**src/rtl/vga_frame_capture.sv**
```systemverilog
// vga_frame_capture: measures parallel video timing and captures one frame into a RAM write port.
// Define VGA_CAP_CHECKSUM_EN to add cap_sum, a wrapping 32-bit sum of the captured pixels.
module vga_frame_capture #(
    parameter int MAX_W  = 640,
    parameter int MAX_H  = 480,
    parameter int ADDR_W = 19
) (
    input  logic              clk,
    input  logic              reset_n,
    input  logic              vid_hs,
    input  logic              vid_vs,
    input  logic              vid_de,
    input  logic [23:0]       vid_rgb,
    input  logic              cap_req,
    output logic              cap_busy,
    output logic              cap_done,
    output logic              wr_en,
    output logic [ADDR_W-1:0] wr_addr,
    output logic [23:0]       wr_data,
    output logic              meas_valid,
    output logic [11:0]       meas_h_total,
    output logic [11:0]       meas_h_act,
    output logic [11:0]       meas_v_total,
    output logic [11:0]       meas_v_act,
`ifdef VGA_CAP_CHECKSUM_EN
    output logic [31:0]       cap_sum,
`endif
    output logic              overflow
);
    typedef enum logic [1:0] {IDLE, ARMED, CAPTURE, DONE} state_t;
    state_t state_q, state_d;
    logic hs_q, vs_q, de_q, hs_p_q, vs_p_q, de_p_q;
    logic [23:0] rgb_q;
    logic hs_fall, vs_fall, de_rise, de_fall;
    logic [11:0] col_q, col_d, row_q, row_d, pix_col, pix_row;
    logic [11:0] h_cnt_q, h_cnt_d, h_tot_q, h_tot_d, h_act_q, h_act_d;
    logic [11:0] v_cnt_q, v_cnt_d, va_cnt_q, va_cnt_d;
    logic seen_vs_q, meas_valid_q, overflow_q, overflow_d;
    logic [11:0] meas_h_total_q, meas_h_act_q, meas_v_total_q, meas_v_act_q;
    logic in_frame, in_bounds, wr_en_q, wr_en_d;
    logic [ADDR_W-1:0] wr_addr_q, wr_addr_d;
    logic [23:0] wr_data_q;

    function automatic logic [11:0] sat_inc(input logic [11:0] v);
        return (v == 12'hFFF) ? v : v + 12'd1;
    endfunction

    assign hs_fall = hs_p_q & ~hs_q;
    assign vs_fall = vs_p_q & ~vs_q;
    assign de_rise = de_q & ~de_p_q;
    assign de_fall = de_p_q & ~de_q;

    // A VS fall that lands on a DE pixel starts the new frame before placing that pixel.
    always_comb begin
        pix_col  = de_rise ? 12'd0 : col_q;
        pix_row  = vs_fall ? 12'd0 : row_q;
        col_d    = de_q ? sat_inc(pix_col) : col_q;
        row_d    = vs_fall ? 12'd0 : de_fall ? sat_inc(row_q) : row_q;
        h_cnt_d  = hs_fall ? 12'd1 : sat_inc(h_cnt_q);
        h_tot_d  = hs_fall ? h_cnt_q : h_tot_q;
        h_act_d  = de_fall ? col_q : h_act_q;
        v_cnt_d  = vs_fall ? {11'd0, hs_fall} : hs_fall ? sat_inc(v_cnt_q) : v_cnt_q;
        va_cnt_d = vs_fall ? {11'd0, de_rise} : de_rise ? sat_inc(va_cnt_q) : va_cnt_q;
    end

    always_comb begin
        state_d = state_q;
        case (state_q)
            IDLE:    if (cap_req) state_d = ARMED;
            ARMED:   if (vs_fall) state_d = CAPTURE;
            CAPTURE: if (vs_fall) state_d = DONE;
            default: state_d = IDLE;
        endcase
        in_frame   = (state_q == ARMED && vs_fall) || (state_q == CAPTURE && !vs_fall);
        in_bounds  = pix_col < 12'(MAX_W) && pix_row < 12'(MAX_H);
        wr_en_d    = in_frame && de_q && in_bounds;
        wr_addr_d  = ADDR_W'(32'(pix_row) * MAX_W + 32'(pix_col));
        overflow_d = (state_q == IDLE && cap_req) ? 1'b0 : overflow_q | (in_frame && de_q && !in_bounds);
    end

    always_ff @(posedge clk or negedge reset_n) begin
        if (!reset_n) begin
            state_q        <= IDLE;
            hs_q           <= 1'b1;
            vs_q           <= 1'b1;
            de_q           <= 1'b0;
            hs_p_q         <= 1'b1;
            vs_p_q         <= 1'b1;
            de_p_q         <= 1'b0;
            rgb_q          <= '0;
            col_q          <= '0;
            row_q          <= '0;
            h_cnt_q        <= '0;
            h_tot_q        <= '0;
            h_act_q        <= '0;
            v_cnt_q        <= '0;
            va_cnt_q       <= '0;
            seen_vs_q      <= 1'b0;
            meas_valid_q   <= 1'b0;
            meas_h_total_q <= '0;
            meas_h_act_q   <= '0;
            meas_v_total_q <= '0;
            meas_v_act_q   <= '0;
            overflow_q     <= 1'b0;
            wr_en_q        <= 1'b0;
            wr_addr_q      <= '0;
            wr_data_q      <= '0;
        end else begin
            state_q    <= state_d;
            hs_q       <= vid_hs;
            vs_q       <= vid_vs;
            de_q       <= vid_de;
            hs_p_q     <= hs_q;
            vs_p_q     <= vs_q;
            de_p_q     <= de_q;
            rgb_q      <= vid_rgb;
            col_q      <= col_d;
            row_q      <= row_d;
            h_cnt_q    <= h_cnt_d;
            h_tot_q    <= h_tot_d;
            h_act_q    <= h_act_d;
            v_cnt_q    <= v_cnt_d;
            va_cnt_q   <= va_cnt_d;
            overflow_q <= overflow_d;
            wr_en_q    <= wr_en_d;
            if (wr_en_d) begin
                wr_addr_q <= wr_addr_d;
                wr_data_q <= rgb_q;
            end
            if (vs_fall) begin
                seen_vs_q      <= 1'b1;
                meas_valid_q   <= meas_valid_q | seen_vs_q;
                meas_h_total_q <= h_tot_d;
                meas_h_act_q   <= h_act_d;
                meas_v_total_q <= v_cnt_q;
                meas_v_act_q   <= va_cnt_q;
            end
        end
    end

`ifdef VGA_CAP_CHECKSUM_EN
    logic [31:0] sum_q;
    always_ff @(posedge clk or negedge reset_n) begin
        if (!reset_n)
            sum_q <= '0;
        else if (state_q == IDLE && cap_req)
            sum_q <= '0;
        else if (wr_en_d)
            sum_q <= sum_q + {8'd0, rgb_q};
    end
    assign cap_sum = sum_q;
`endif

    assign cap_busy     = state_q == ARMED || state_q == CAPTURE;
    assign cap_done     = state_q == DONE;
    assign wr_en        = wr_en_q;
    assign wr_addr      = wr_addr_q;
    assign wr_data      = wr_data_q;
    assign meas_valid   = meas_valid_q;
    assign meas_h_total = meas_h_total_q;
    assign meas_h_act   = meas_h_act_q;
    assign meas_v_total = meas_v_total_q;
    assign meas_v_act   = meas_v_act_q;
    assign overflow     = overflow_q;
endmodule

```
**config.mk**
```make
export PLATFORM = sky130hd
export DESIGN_NAME = vga_frame_capture
export DESIGN_NICKNAME = d
export VERILOG_FILES = /design/src/rtl/vga_frame_capture.sv
export SDC_FILE = /design/constraint.sdc
export NUM_CORES = 1
export LEC_CHECK = 0
export BUFFER_PORTS_ARGS = -buffer_cell sky130_fd_sc_hd__buf_2
export CORE_ASPECT_RATIO = 0.6
export CORE_UTILIZATION = 50
export DETAILED_ROUTE_END_ITERATION = 6
export GPL_TIMING_DRIVEN = 1
export HOLD_SLACK_MARGIN = 0.03
export PLACE_DENSITY = 0.75
export SYNTH_ARGS = -nofsm -noshare
export SYNTH_HDL_FRONTEND = slang
export SYNTH_SLANG_ARGS = --single-unit
```
**constraint.sdc**
```tcl
create_clock -name clk -period 8.7 [get_ports clk]
set_clock_uncertainty 0.05 [all_clocks]
set_input_delay 0.87 -clock clk [delete_from_list [all_inputs] [get_ports clk]]
set_output_delay 0.87 -clock clk [all_outputs]
set_load 0.005 [all_outputs]
```
Word-level counts from Yosys, hierarchy flattened --
Cells that the tools add are included. W data, S select, Z words.
Storage, ports and cells: flip-flop bits (word level) 211
Operators by class: add/sub/neg operators 6, multiply operators 1, $lt $le $gt $ge 2, equality and inequality tests 15, multiplexer cells 21, bitwise gates (word level) 10, reduce and logical (&&, ||, !) cells 19
Operator list (number):
- $mux W12 | 16
- $add A12 B1 Y12 const B | 5
- $eq A12 B12 Y1 const B | 5
- $add A19 B12 Y19 | 1
- $ne A2 B2 Y1 const B | 7
- $lt A12 B10 Y1 const B | 1
- $lt A12 B9 Y1 const B | 1
- $mul A12 B3 Y12 const B | 1
- $logic_and A1 B1 Y1 | 7
- $mux W2 | 3
- $pmux W2 S3 | 1
- $reduce_and A2 Y1 | 3
- $reduce_bool A2 Y1 | 3
- $and A1 B1 Y1 | 4
- $eq A2 B2 Y1 const B | 2
- $not A1 Y1 | 4
- $reduce_and A3 Y1 | 1
- $eq A2 B1 Y1 const B | 1
- $logic_not A1 Y1 | 2
- $logic_not A2 Y1 | 1
- $logic_or A1 B1 Y1 | 2
- $or A1 B1 Y1 | 2
- $mux W1 | 1

Logic depth before layout (Yosys ltp) --
word-level depth 9, depth in mapped cells 15, mapped depth without buffers 13

Worst setup path after synthesis --
Ideal clock, no wire load.
kind reg2reg, start point register vs_q, end point register wr_addr_q[15] (netlist: wr_addr[15]), library setup time 0.135 ns, arrival 3.106 ns, data required time 8.515 ns, slack 5.410 ns, cell stages (with the launch flop) 16, buffers on the path 2, path through dfstp_2 > nand2b_1 > clkbuf_1 > clkbuf_1 > and2_1 > ha_1 > ha_1 > inv_1 > fa_1 > inv_1 > ha_1 > nand2_1 > o21ai_0 > nand4_1 > xnor2_1 > o21ai_0
On the way: longest elaborated chain between the ends 7
Ends and longest elaborated chain:
- from (decl) | line 32 | logic hs_q, vs_q, de_q, hs_p_q, vs_p_q, de_p_q;
- from (signal assigned) | line 111 | vs_q <= vid_vs;
- $not A1 Y1 (*) | line 49 | assign vs_fall = vs_p_q & ~vs_q;
- $and A1 B1 Y1 (*) | line 49
- parallel branches: the longest is 5 deep, another holds $add A19 B12 Y19
- to (signal assigned) | line 127 | wr_addr_q <= wr_addr_d;
- to (decl) | line 41 | logic [ADDR_W-1:0] wr_addr_q, wr_addr_d;
Every way passes the cells marked *. A chain may end at the register's enable or synchronous reset.

Final worst setup path --
start point register vs_p_q, end point register wr_addr_q[1] (netlist: wr_addr[1])
On the way: longest elaborated chain between the ends 6
Ends and longest elaborated chain:
- from (decl) | line 32
- from (signal assigned) | line 114 | vs_p_q <= vs_q;
- $and A1 B1 Y1 (*) | line 49
- parallel branches: the longest is 4 deep, another holds $lt A12 B9 Y1
- $logic_and A1 B1 Y1 (*) | line 76 | wr_en_d = in_frame && de_q && in_bounds;
Marked as above.

==> impl_metrics.toml <==
[logic_synthesis]
post-synth-top-count-cell = "nand2_1"
synthArstFlopShare = 1.00
ys_types = 58
synthFlopType = "dfrtp_1"
synth_area_leader_cell = "dfrtp_1"
yosysWarnings = 0
yosys-top-cells-count = "nand2_1, dfrtp_1, nor2_1"
synth-edff-count = 0
ys_seq_area_frac = 0.571
yosys.area.top_type_share = 0.559
synth_area_leaders = "dfrtp_1, nand2_1, ha_1"
syn_inst = 919
synthesis.nets = 976
synthesis.area_um2 = 9260
syn_area_per_cell_um2 = 10.1
ys_seq_elements = 211

[grt]
track_usage = 0.205
grt_max_degree = 96
antenna_found_initial = 0
grt_pass1_vias = 6150
overflow = 0
grt_pass1_wl_um = 31400

[pwr]
power_uw = 2570
p_leak_uw = 0.00563
p_per_area_nw_per_um2 = 238
switching_power_uw = 707
seq_power_share = 0.472
cellInternalPower_uw = 1860
sw_frac_of_total = 0.275
p_clk_frac = 0.368
ir_drop_v = 0.000115
p_comb_frac = 0.159

[timing]
worst_pin_slew_ns = 0.960
rsz0062_at_grt = "no"
min_period_ns = 3.99
fmax_mhz = 251
slew_viol_final = 0
maxSlewHeadroom = 0.358
hold_viol_final = 0
min_period_over_period = 0.459
finalSetupViolations = 0
setup_tns_ns = 0

[floorplan]
io_pins = 126
die_x_um = 178
start_util = 0.511
die_area_um2 = 19100
fp.dieH_um = 107
num_rows = 38
core_area_um2 = 18100

[cells_and_area]
fin_cells = 1286
regArea_um2 = 5290
nFillCells = 1522
n_antenna_cell = 0
drive_gt1_frac = 0.205
layout.nets = 1088
design_area_um2 = 10800
final_util = 0.597
multiInputGateArea_um2 = 3740
area_delta_synth_final_pct = 16.7

[clock_tree]
cts.reportedPaths.clkPinSlew_ns = 0.06
clock_sinks = 211
numCtsBuffers = 21
htreeDepth = 1
postCtsSetupBuffers = 0
ctsHoldBuffers = 0
clockRootBuffer = "clkbuf_16"
cts_tree = "yes"
ctsLongestPathBuffers = 3
post_cts_resized = 0
clk_latency_ns = 0.50

[setup_path]
cp_slowest_cell = "buf_4"
crit_path_max_fanout = 72
start_kind = "flop"
endpoint_kind = "flop"
cp_common_cell = "buf_4"
cp_cell_sequence = "nor2b_4, buf_4, nand2_1, a21boi_0, nand2_2, inv_1, buf_4, mux2_2"
crit_type = "flop to flop"
cp.arrival_ns = 4.33
required_ns = 9.03
cpPeakStageDelay_ns = 0.67

[detailed_routing]
first_pass_iters = 4
route.detailed.drc = 0
wirelength_um = 18800
drt_iter0_drc = 426
vias_per_cell = 5.05
num_vias = 6494
wire_per_inst_um = 14.6
antenna_left = 0

[place]
port_buffers = 125
place_inst = 1248
gp_congestion = 0.832
hpwl_um = 12600
placed_cell_area_um2 = 10100

[min_path]
hp-class = "flop to flop"

[status]
status = "completed"

[run]
maxCapViolCount = 0
-- through the flow --
step / hold WS [ns] / worst slack, ns
global placement: 0.312 / 4.75
global route: 0.327 / 4.30
floorplan: 0.304 / 5.41
CTS: 0.323 / 4.67
finish: 0.323 / 4.71
detailed placement: 0.314 / 4.68
-- logic make-up (layout without fill, tap and decap cells) --
logic type	after synthesis	in the layout	share of synthesized area
AO/OA/AOI/OAI	66	66	0.0478
buffers and inverters	61	188	0.0269
flip-flops	211	211	0.571
multiplexers	30	30	0.0359
AND/OR/NAND/NOR	453	453	0.214
XOR/XNOR	71	71	0.0672
adder cells (fa/ha/maj)	27	27	0.0373
-- layout by cell type (no fill, tap or decap), types with 3 or more instances in the layout --
cell | netlist | layout
nand2_1 | 281 | 280
dfrtp_1 | 207 | 207
buf_2 | 10 | 124
nor2_1 | 65 | 65
xor2_1 | 36 | 36
xnor2_1 | 35 | 35
nand3_1 | 26 | 26
mux2_2 | 26 | 26
o21ai_0 | 26 | 26
ha_1 | 26 | 26
clkbuf_16 | 0 | 21
inv_1 | 19 | 19
nand4_1 | 15 | 15
and3_1 | 14 | 14
a21oi_1 | 12 | 12
and2_1 | 11 | 11
nand2b_1 | 7 | 6
nor3_1 | 6 | 6
buf_4 | 0 | 6
and4_1 | 5 | 5
o211ai_1 | 4 | 4
mux2i_1 | 4 | 4
nor2b_1 | 6 | 4
clkbuf_8 | 0 | 4
dfstp_2 | 4 | 4
or3_1 | 3 | 3
clkinv_2 | 0 | 3
bufinv_16 | 0 | 3
clkbuf_1 | 29 | 3
-- power by group through the flow --
stage / clock network, uW / registers [uW] / logic, uW
after detailed placement: 0 / 1230 / 417
after global routing: 1010 / 1230 / 473
after CTS: 969 / 1210 / 419
after floorplan: 0 / 1220 / 233
final: 947 / 1210 / 409
after global placement: 0 / 1230 / 401
-- cell type report --
type / instances / share of cell area
inverter: 19 / 0.00660
clock inverter: 11 / 0.0142
clock buffer: 27 / 0.0535
multi-input combinational: 647 / 0.346
timing repair buffer: 131 / 0.0629
tap: 240 / 0.0278
sequential: 211 / 0.489
-- critical path, delay by kind of cell (launching register included) --
kind | cells | cell delay (ns)
multiplexers | 1 | 0.37
AO/OA/AOI/OAI | 1 | 0.28
AND/OR/NAND/NOR | 3 | 1.22
flip-flops | 1 | 0.54
buffers and inverters | 3 | 1.37
-- state kept, by name (all words and copies together), names as in the netlist, 2 cells and up --
register      flops
rgb_q            24
wr_data          24
wr_addr          19
col_q            12
h_act_q          12
h_cnt_q          12
h_tot_q          12
meas_h_act       12
meas_h_total     12
meas_v_act       12
meas_v_total     12
row_q            12
v_cnt_q          12
va_cnt_q         12
state_q           2
-- per-layer routing --
metal,part of all wire,GRT usage,vias to the layer above
li1,-,-,3225
met1,0.52,0.322,3119
met2,0.40,0.278,127
met3,0.061,0.0551,23
met4,0.015,0.0409,0
met5,0,0,-
-- worst paths after layout --
| path | end | depth (start not counted) | start | slack (ns) |
|---|---|---|---|---|
| worst max-delay path | wr_addr[1]$_DFFE_PN0P_ | 8 | vs_p_q$_DFF_PN1_ | 4.71 |
| worst min-delay path | hs_p_q$_DFF_PN1_ | 0 | hs_q$_DFF_PN1_ | 0.32 |
| worst max register to register | wr_addr[1]$_DFFE_PN0P_ | 8 | vs_p_q$_DFF_PN1_ | 4.71 |
| worst min register to register | hs_p_q$_DFF_PN1_ | 0 | hs_q$_DFF_PN1_ | 0.32 |
| max in group asynchronous | wr_data[1]$_DFFE_PN0P_ | 2 | reset_n | 6.83 |
| min in group asynchronous | meas_h_act[1]$_DFFE_PN0P_ | 1 | reset_n | 0.36 |
(Power assumes the default switching activity.)
